<file path="src/rtl/fir_pkg.sv">
// Shared constants and types for the FIR coefficient update path.
package fir_pkg;

    localparam int FIR_COEF_WIDTH = 18;
    localparam int FIR_DSP_NR     = 32;
    localparam int FIR_COEF_MAG   = (1 << (FIR_COEF_WIDTH - 1)) - 1;

    // Bit positions inside the FIR switch/control register
    localparam int SWITCH_CON_EST    = 0;
    localparam int SWITCH_FIR_EN     = 1;
    localparam int SWITCH_FIR_UPDATE = 2;

    typedef enum logic [1:0] {
        ST_IDLE  = 2'd0,
        ST_LOAD  = 2'd1,
        ST_FLUSH = 2'd2
    } fir_state_e;

    typedef logic signed [FIR_COEF_WIDTH-1:0] fir_coef_t;

endpackage

</file>
<file path="src/rtl/fir_coef_shadow.sv">
// Shadow coefficient bank: one synchronous write port, one combinational
// indexed read port. Software fills it while the controller is idle.
module fir_coef_shadow #(
    parameter int WIDTH = 18,
    parameter int DEPTH = 32,
    parameter int IDX_W = $clog2(DEPTH)
) (
    input  logic             clk_i,
    input  logic             rst_i,
    input  logic             wr_en_i,
    input  logic [IDX_W-1:0] wr_idx_i,
    input  logic [WIDTH-1:0] wr_data_i,
    input  logic [IDX_W-1:0] rd_idx_i,
    output logic [WIDTH-1:0] rd_data_o
);

    logic [WIDTH-1:0] bank_q [DEPTH];

    // Bank storage: cleared on reset, written one entry per cycle
    always_ff @(posedge clk_i) begin
        if (rst_i) begin
            for (int i = 0; i < DEPTH; i++) begin
                bank_q[i] <= '0;
            end
        end else if (wr_en_i) begin
            bank_q[wr_idx_i] <= wr_data_i;
        end
    end

    assign rd_data_o = bank_q[rd_idx_i];

endmodule

</file>
<file path="src/rtl/fir_coef_update_ctrl.sv">
// FIR coefficient update sequencer.
//
//   state    | meaning
//   ---------+---------------------------------------------------------
//   ST_IDLE  | shadow writes accepted, active bank stable, hold released
//   ST_LOAD  | copy shadow -> active, one tap per cycle, FIR held
//   ST_FLUSH | wait for tap pipeline + output register to drain
module fir_coef_update_ctrl #(
    parameter int FIR_COEF_WIDTH = fir_pkg::FIR_COEF_WIDTH,
    parameter int FIR_DSP_NR     = fir_pkg::FIR_DSP_NR,
    parameter int IDX_W          = $clog2(FIR_DSP_NR)
) (
    input  logic                                 fir_clk,
    input  logic                                 fir_rst,
    input  logic                                 wr_en,
    input  logic [IDX_W-1:0]                     wr_idx,
    input  logic [FIR_COEF_WIDTH-1:0]            wr_coef,
    input  logic [IDX_W:0]                       crr_nr,
    input  logic                                 update_req,
    input  logic                                 clr_err,
    output logic [FIR_DSP_NR*FIR_COEF_WIDTH-1:0] coefs_flat,
    output logic                                 fir_hold,
    output logic                                 busy,
    output logic                                 done,
    output logic                                 wr_err,
    output logic [15:0]                          update_cnt
);

    import fir_pkg::*;

    localparam int W       = FIR_COEF_WIDTH;
    localparam int N       = FIR_DSP_NR;
    localparam int FLUSH_W = $clog2(N + 2);

    localparam logic [IDX_W-1:0]   LAST_TAP   = IDX_W'(N - 1);
    localparam logic [IDX_W:0]     N_CLAMP    = (IDX_W + 1)'(N);
    localparam logic [FLUSH_W-1:0] FLUSH_LAST = FLUSH_W'(N + 1);

    fir_state_e         state_q, state_d;
    logic [IDX_W-1:0]   tap_idx_q, tap_idx_d;
    logic [IDX_W:0]     n_q, n_d;
    logic [FLUSH_W-1:0] flush_cnt_q, flush_cnt_d;
    logic               pending_q, pending_d;
    logic               done_q, done_d;
    logic               wr_err_q, wr_err_d;
    logic [15:0]        update_cnt_q, update_cnt_d;
    logic [W-1:0]       active_q [N];
    logic [W-1:0]       active_d [N];
    logic               update_req_q;

    logic               req_edge;
    logic               is_idle;
    logic [W-1:0]       shadow_rd;

    assign req_edge = update_req & ~update_req_q;
    assign is_idle  = (state_q == ST_IDLE);

    fir_coef_shadow #(
        .WIDTH (W),
        .DEPTH (N),
        .IDX_W (IDX_W)
    ) u_shadow (
        .clk_i     (fir_clk),
        .rst_i     (fir_rst),
        .wr_en_i   (wr_en & is_idle),
        .wr_idx_i  (wr_idx),
        .wr_data_i (wr_coef),
        .rd_idx_i  (tap_idx_q),
        .rd_data_o (shadow_rd)
    );

    // Next-state, tap copy, flush timing and status bookkeeping
    always_comb begin
        state_d      = state_q;
        tap_idx_d    = tap_idx_q;
        n_d          = n_q;
        flush_cnt_d  = flush_cnt_q;
        pending_d    = pending_q;
        done_d       = 1'b0;
        update_cnt_d = update_cnt_q;
        active_d     = active_q;

        // A dropped write in the same cycle as a clear must stay visible
        wr_err_d = wr_err_q;
        if (clr_err) begin
            wr_err_d = 1'b0;
        end
        if (wr_en && !is_idle) begin
            wr_err_d = 1'b1;
        end

        case (state_q)
            ST_IDLE: begin
                if (req_edge || pending_q) begin
                    state_d   = ST_LOAD;
                    pending_d = 1'b0;
                    tap_idx_d = '0;
                    n_d       = (crr_nr > N_CLAMP) ? N_CLAMP : crr_nr;
                end
            end
            ST_LOAD: begin
                if (req_edge) begin
                    pending_d = 1'b1;
                end
                active_d[tap_idx_q] = ({1'b0, tap_idx_q} < n_q) ? shadow_rd : '0;
                if (tap_idx_q == LAST_TAP) begin
                    state_d     = ST_FLUSH;
                    flush_cnt_d = FLUSH_LAST;
                end else begin
                    tap_idx_d = tap_idx_q + 1'b1;
                end
            end
            ST_FLUSH: begin
                if (req_edge) begin
                    pending_d = 1'b1;
                end
                if (flush_cnt_q == '0) begin
                    state_d      = ST_IDLE;
                    done_d       = 1'b1;
                    update_cnt_d = update_cnt_q + 16'd1;
                end else begin
                    flush_cnt_d = flush_cnt_q - 1'b1;
                end
            end
            default: begin
                state_d = ST_IDLE;
            end
        endcase
    end

    // State and datapath registers; the request edge register keeps
    // tracking through reset so a level already high at release is no edge
    always_ff @(posedge fir_clk) begin
        update_req_q <= update_req;
        if (fir_rst) begin
            state_q      <= ST_IDLE;
            tap_idx_q    <= '0;
            n_q          <= '0;
            flush_cnt_q  <= '0;
            pending_q    <= 1'b0;
            done_q       <= 1'b0;
            wr_err_q     <= 1'b0;
            update_cnt_q <= '0;
            for (int i = 0; i < N; i++) begin
                active_q[i] <= '0;
            end
        end else begin
            state_q      <= state_d;
            tap_idx_q    <= tap_idx_d;
            n_q          <= n_d;
            flush_cnt_q  <= flush_cnt_d;
            pending_q    <= pending_d;
            done_q       <= done_d;
            wr_err_q     <= wr_err_d;
            update_cnt_q <= update_cnt_d;
            active_q     <= active_d;
        end
    end

    for (genvar g = 0; g < N; g++) begin : g_flat
        assign coefs_flat[g*W +: W] = active_q[g];
    end

    assign busy       = !is_idle;
    assign fir_hold   = !is_idle;
    assign done       = done_q;
    assign wr_err     = wr_err_q;
    assign update_cnt = update_cnt_q;

endmodule

</file>
<file path="config.mk">
export PLATFORM = sky130hd
export DESIGN_NAME = fir_coef_update_ctrl
export DESIGN_NICKNAME = d
export VERILOG_FILES = /design/src/rtl/fir_pkg.sv /design/src/rtl/fir_coef_shadow.sv /design/src/rtl/fir_coef_update_ctrl.sv
export SDC_FILE = /design/constraint.sdc
export NUM_CORES = 2
export LEC_CHECK = 0
export BUFFER_PORTS_ARGS = -buffer_cell sky130_fd_sc_hd__buf_2
export CORE_MARGIN = 10
export CORE_UTILIZATION = 55
export DETAILED_ROUTE_END_ITERATION = 7
export PLACE_DENSITY = 0.73
export SETUP_SLACK_MARGIN = 0.3
export SYNTH_ARGS = -nofsm -noshare
export SYNTH_HDL_FRONTEND = slang
export SYNTH_HIERARCHICAL = 1
export SYNTH_SLANG_ARGS = --single-unit
</file>
<file path="constraint.sdc">
create_clock -name fir_clk -period 5.1 [get_ports fir_clk]
set_input_delay 0.765 -clock fir_clk [delete_from_list [all_inputs] [get_ports fir_clk]]
set_output_delay 0.765 -clock fir_clk [all_outputs]
set_load 0.005 [all_outputs]
</file>
==> reports/metrics.cfg <==
[critical_path]
critPathMaxFanout=34
critPathTopFamily=simple AND/OR/NAND/NOR gates
cp.arrival_ns=4.55
cpPeakStageDelay_ns=0.96
end_kind=flip-flop
crit_slowest_cell=nor2b_4
critPathLaunchType=flip-flop
endpoint=coefs_flat[47]
setup.worst_path.start=tap_idx_q[0]
critPathBufInv=1
worstPathRequired_ns=5.64
path_class=flip-flop to flip-flop
reg2reg_depth=8
reg2reg_to=coefs_flat[47]
r2r_setup_slack_ns=1.09
cp.depth=8
r2r_start=tap_idx_q[0]
cp_cell_sequence=nor2b_4, buf_4, a22o_1, nor3_1, a31oi_1, nand3_1, nand2b_2, o31ai_1

[detailed_routing]
detail_route.wl_per_cell_um=27.58
vias_per_cell=6.242
drcViolationCount=0
drt_iter0_drc=4774
routed_wl_um=163700
drtPass1Iterations=6
num_vias=37050
antenna_left=0

[sta]
clock.fmax_mhz=249.4
relSlewSlack=0.1201
setup_viol=0
slew_violations=0
period_needed_ns=4.010
fin_setup_tns_ns=0
tightest_slew_ns=1.317
clock_skew_ns=0.02506
fin_crit_sh=0.7863
finalHoldViolCount=0
rsz0062_at_grt=false

[clock_network]
postCtsResizedCells=0
hold_buffers=0
clock_latency_ns=0.70
cts_sinks=1191
post_cts_buffers=0
clk_pin_slew_ns=0.06
numCtsBuffers=119
cts_buffer_depth=3
cts_tree=built
cts-root-buf=clkbuf_16
htree_levels=3

[global_route]
grtUsageTotal=0.2969
grt_antenna_before_repair=2
grt.overflow.total=0
grt_pass1_wl_um=234400
grt_max_degree=310
grt_pass1_vias=34008

[placed_design]
place.gp.congestion=0.8708
numPortBuffers=629
dp_cells=5718
dp_hpwl_um=104900

[logic_synthesis]
synth_async_sr_flop_share=0
synth_nets=4332
synthDistinctLibCells=57
syn_avg_cell_area_um2=11.85
synth_top_area_share=0.3407
synth.yosys.warnings=6
mappedNetlistArea_um2=50770
synth.yosys.seq_area_share=0.5831
yosys.area.top_type=edfxtp_1
synthTopCellsByArea=edfxtp_1 (34%), dfxtp_1 (24%), o31ai_1 (8.6%)
ys_ff_latch=1191
ys.flop_type=dfxtp_1
syn_inst=4283
synth_edf_count=576

[power]
ir_drop_uv=354.1
seqPwrFrac=0.514
p_int_uw=15260
switchingPower_uw=4669
pwr_density_cell_nw_per_um2=343.1
swShare=0.2343
clkPwrFrac=0.421
power_leakage_uw=0.02198
combPwrFrac=0.064

[worst_hold_path]
hp-class=primary input to flip-flop

[status]
status=complete, no violations

[die]
rows=111
core_area_um2=91660
die_w_um=323.8
start_util=0.5539
ioPinCount=630
die_area_um2=104900
fp.dieH_um=323.8

[finish]
instances_no_fill=5936
fin_nets=4702
drive_gt1_frac=0.2229
fillers=7061
syn2layout_area_growth_pct=14.39

[run]
maxCapViolations=0

[power groups by stage]
stage	logic, µW	registers (µW)	clock network [µW]
2_1_floorplan	806	10400	0
3_3_place_gp	1260	10400	0
3_5_place_dp	1270	10500	0
4_1_cts	1270	10200	8470
5_1_grt	1350	10300	8860
6_report	1280	10200	8390
[sequential cells by signal, summed over array words and instances, names as in the netlist]
name / flops
coefs_flat: 576
done: 1
flush_cnt_q: 6
n_q: 6
pending_q: 1
state_q: 2
tap_idx_q: 5
u_shadow/bank_q: 576
update_cnt: 16
update_req_q: 1
wr_err: 1
[layout by cell type, fill, tap and decap left out, drive strengths merged, types with 26 or more instances in the layout]
cell,netlist,final
edfxtp,576,576
nand2b,29,29
mux2i,292,292
dfxtp,615,615
nand2,87,87
nor2,52,52
nand3b,581,581
a21oi,59,59
a22oi,73,73
and2,583,583
buf,57,713
nand3,47,47
o31ai,582,582
a22o,36,36
nand4,26,26
clkbuf,407,187
or2,36,36
[per-stage QoR]
| step | area (µm²) | util | hold WS, ns | setup WS [ns] | power [µW] |
|---|---|---|---|---|---|
| after global routing | 58070 | 0.6335 | 0.1646 | 1.059 | 20460 |
| final | 58080 | 0.6336 | 0.1926 | 1.090 | 19930 |
| after CTS | 58070 | 0.6335 | 0.1547 | 1.222 | 19990 |
| after floorplan | 50770 | - | 0.4318 | 2.822 | 11240 |
| after global placement | 54340 | 0.5928 | 0.4422 | 1.299 | 11700 |
| after detailed placement | 54340 | 0.5928 | 0.4472 | 1.267 | 11720 |
[cell usage after synthesis, types with 3 or more instances]
| master | count |
|---|---|
| nor3_1 | 24 |
| inv_1 | 14 |
| a22o_1 | 36 |
| buf_1 | 6 |
| ha_1 | 15 |
| nand4_1 | 26 |
| o21ai_0 | 8 |
| or2_2 | 35 |
| xnor2_1 | 4 |
| nor2_1 | 20 |
| or3b_2 | 5 |
| or3_1 | 5 |
| or4_1 | 7 |
| nor2_4 | 24 |
| clkbuf_1 | 383 |
| nand3b_1 | 580 |
| mux2i_1 | 292 |
| xor2_1 | 3 |
| nand2_1 | 86 |
| and2_2 | 71 |
| nor2b_1 | 6 |
| nor3b_1 | 3 |
| nand2b_1 | 29 |
| nand3_1 | 46 |
| buf_2 | 24 |
| o31ai_1 | 582 |
| and3b_1 | 3 |
| a21oi_1 | 59 |
| edfxtp_1 | 576 |
| clkbuf_2 | 24 |
| dfxtp_1 | 615 |
| and2_1 | 511 |
| a22oi_1 | 73 |
| and3_1 | 6 |
| a31oi_1 | 23 |
| buf_4 | 24 |
| nor2_8 | 8 |
[routing by layer]
layer	track usage	wire, µm	share of wire
met4	0.1509	9126	0.056
met2	0.4743	76880	0.47
met5	0	0	0
met3	0.04941	13300	0.081
met1	0.3879	64440	0.39
[logic make-up (layout without fill, tap and decap cells)]
family,count (synthesis),after routing,share of synthesized area
buffers and inverters,478,941,0.03891
adders and majority gates,15,15,0.003696
other,0,4,0
muxes,292,292,0.05756
DFF,1191,1191,0.5831
and+or+nand+nor,1512,1512,0.2019
xor gates and xnor gates,7,7,0.001207
AOI/OAI and AO/OA,788,788,0.1136
[worst min-delay path by stage]
stage | start | cells after the start | endpoint
5_1_grt | update_req | 1 | update_req_q
3_5_place_dp | n_q[3] | 2 | n_q[3]
2_1_floorplan | n_q[1] | 2 | n_q[1]
6_report | update_req | 1 | update_req_q
3_3_place_gp | n_q[3] | 2 | n_q[3]
4_1_cts | update_req | 1 | update_req_q
[layout make-up]
| type | count | area, µm² | share of cell area |
|---|---|---|---|
| Antenna cell | 4 | 10.01 | 0.0001723 |
| Clock buffer | 187 | 3555 | 0.06120 |
| Clock inverter | 27 | 180.2 | 0.003102 |
| Inverter | 14 | 52.55 | 0.0009048 |
| Multi-Input combinational cell | 2614 | 19270 | 0.3318 |
| Sequential cell | 1191 | 29610 | 0.5098 |
| Tap cell | 1186 | 1484 | 0.02555 |
| Timing Repair Buffer | 713 | 3914 | 0.06738 |
No activity file was read; power rests on OpenSTA's default activity.
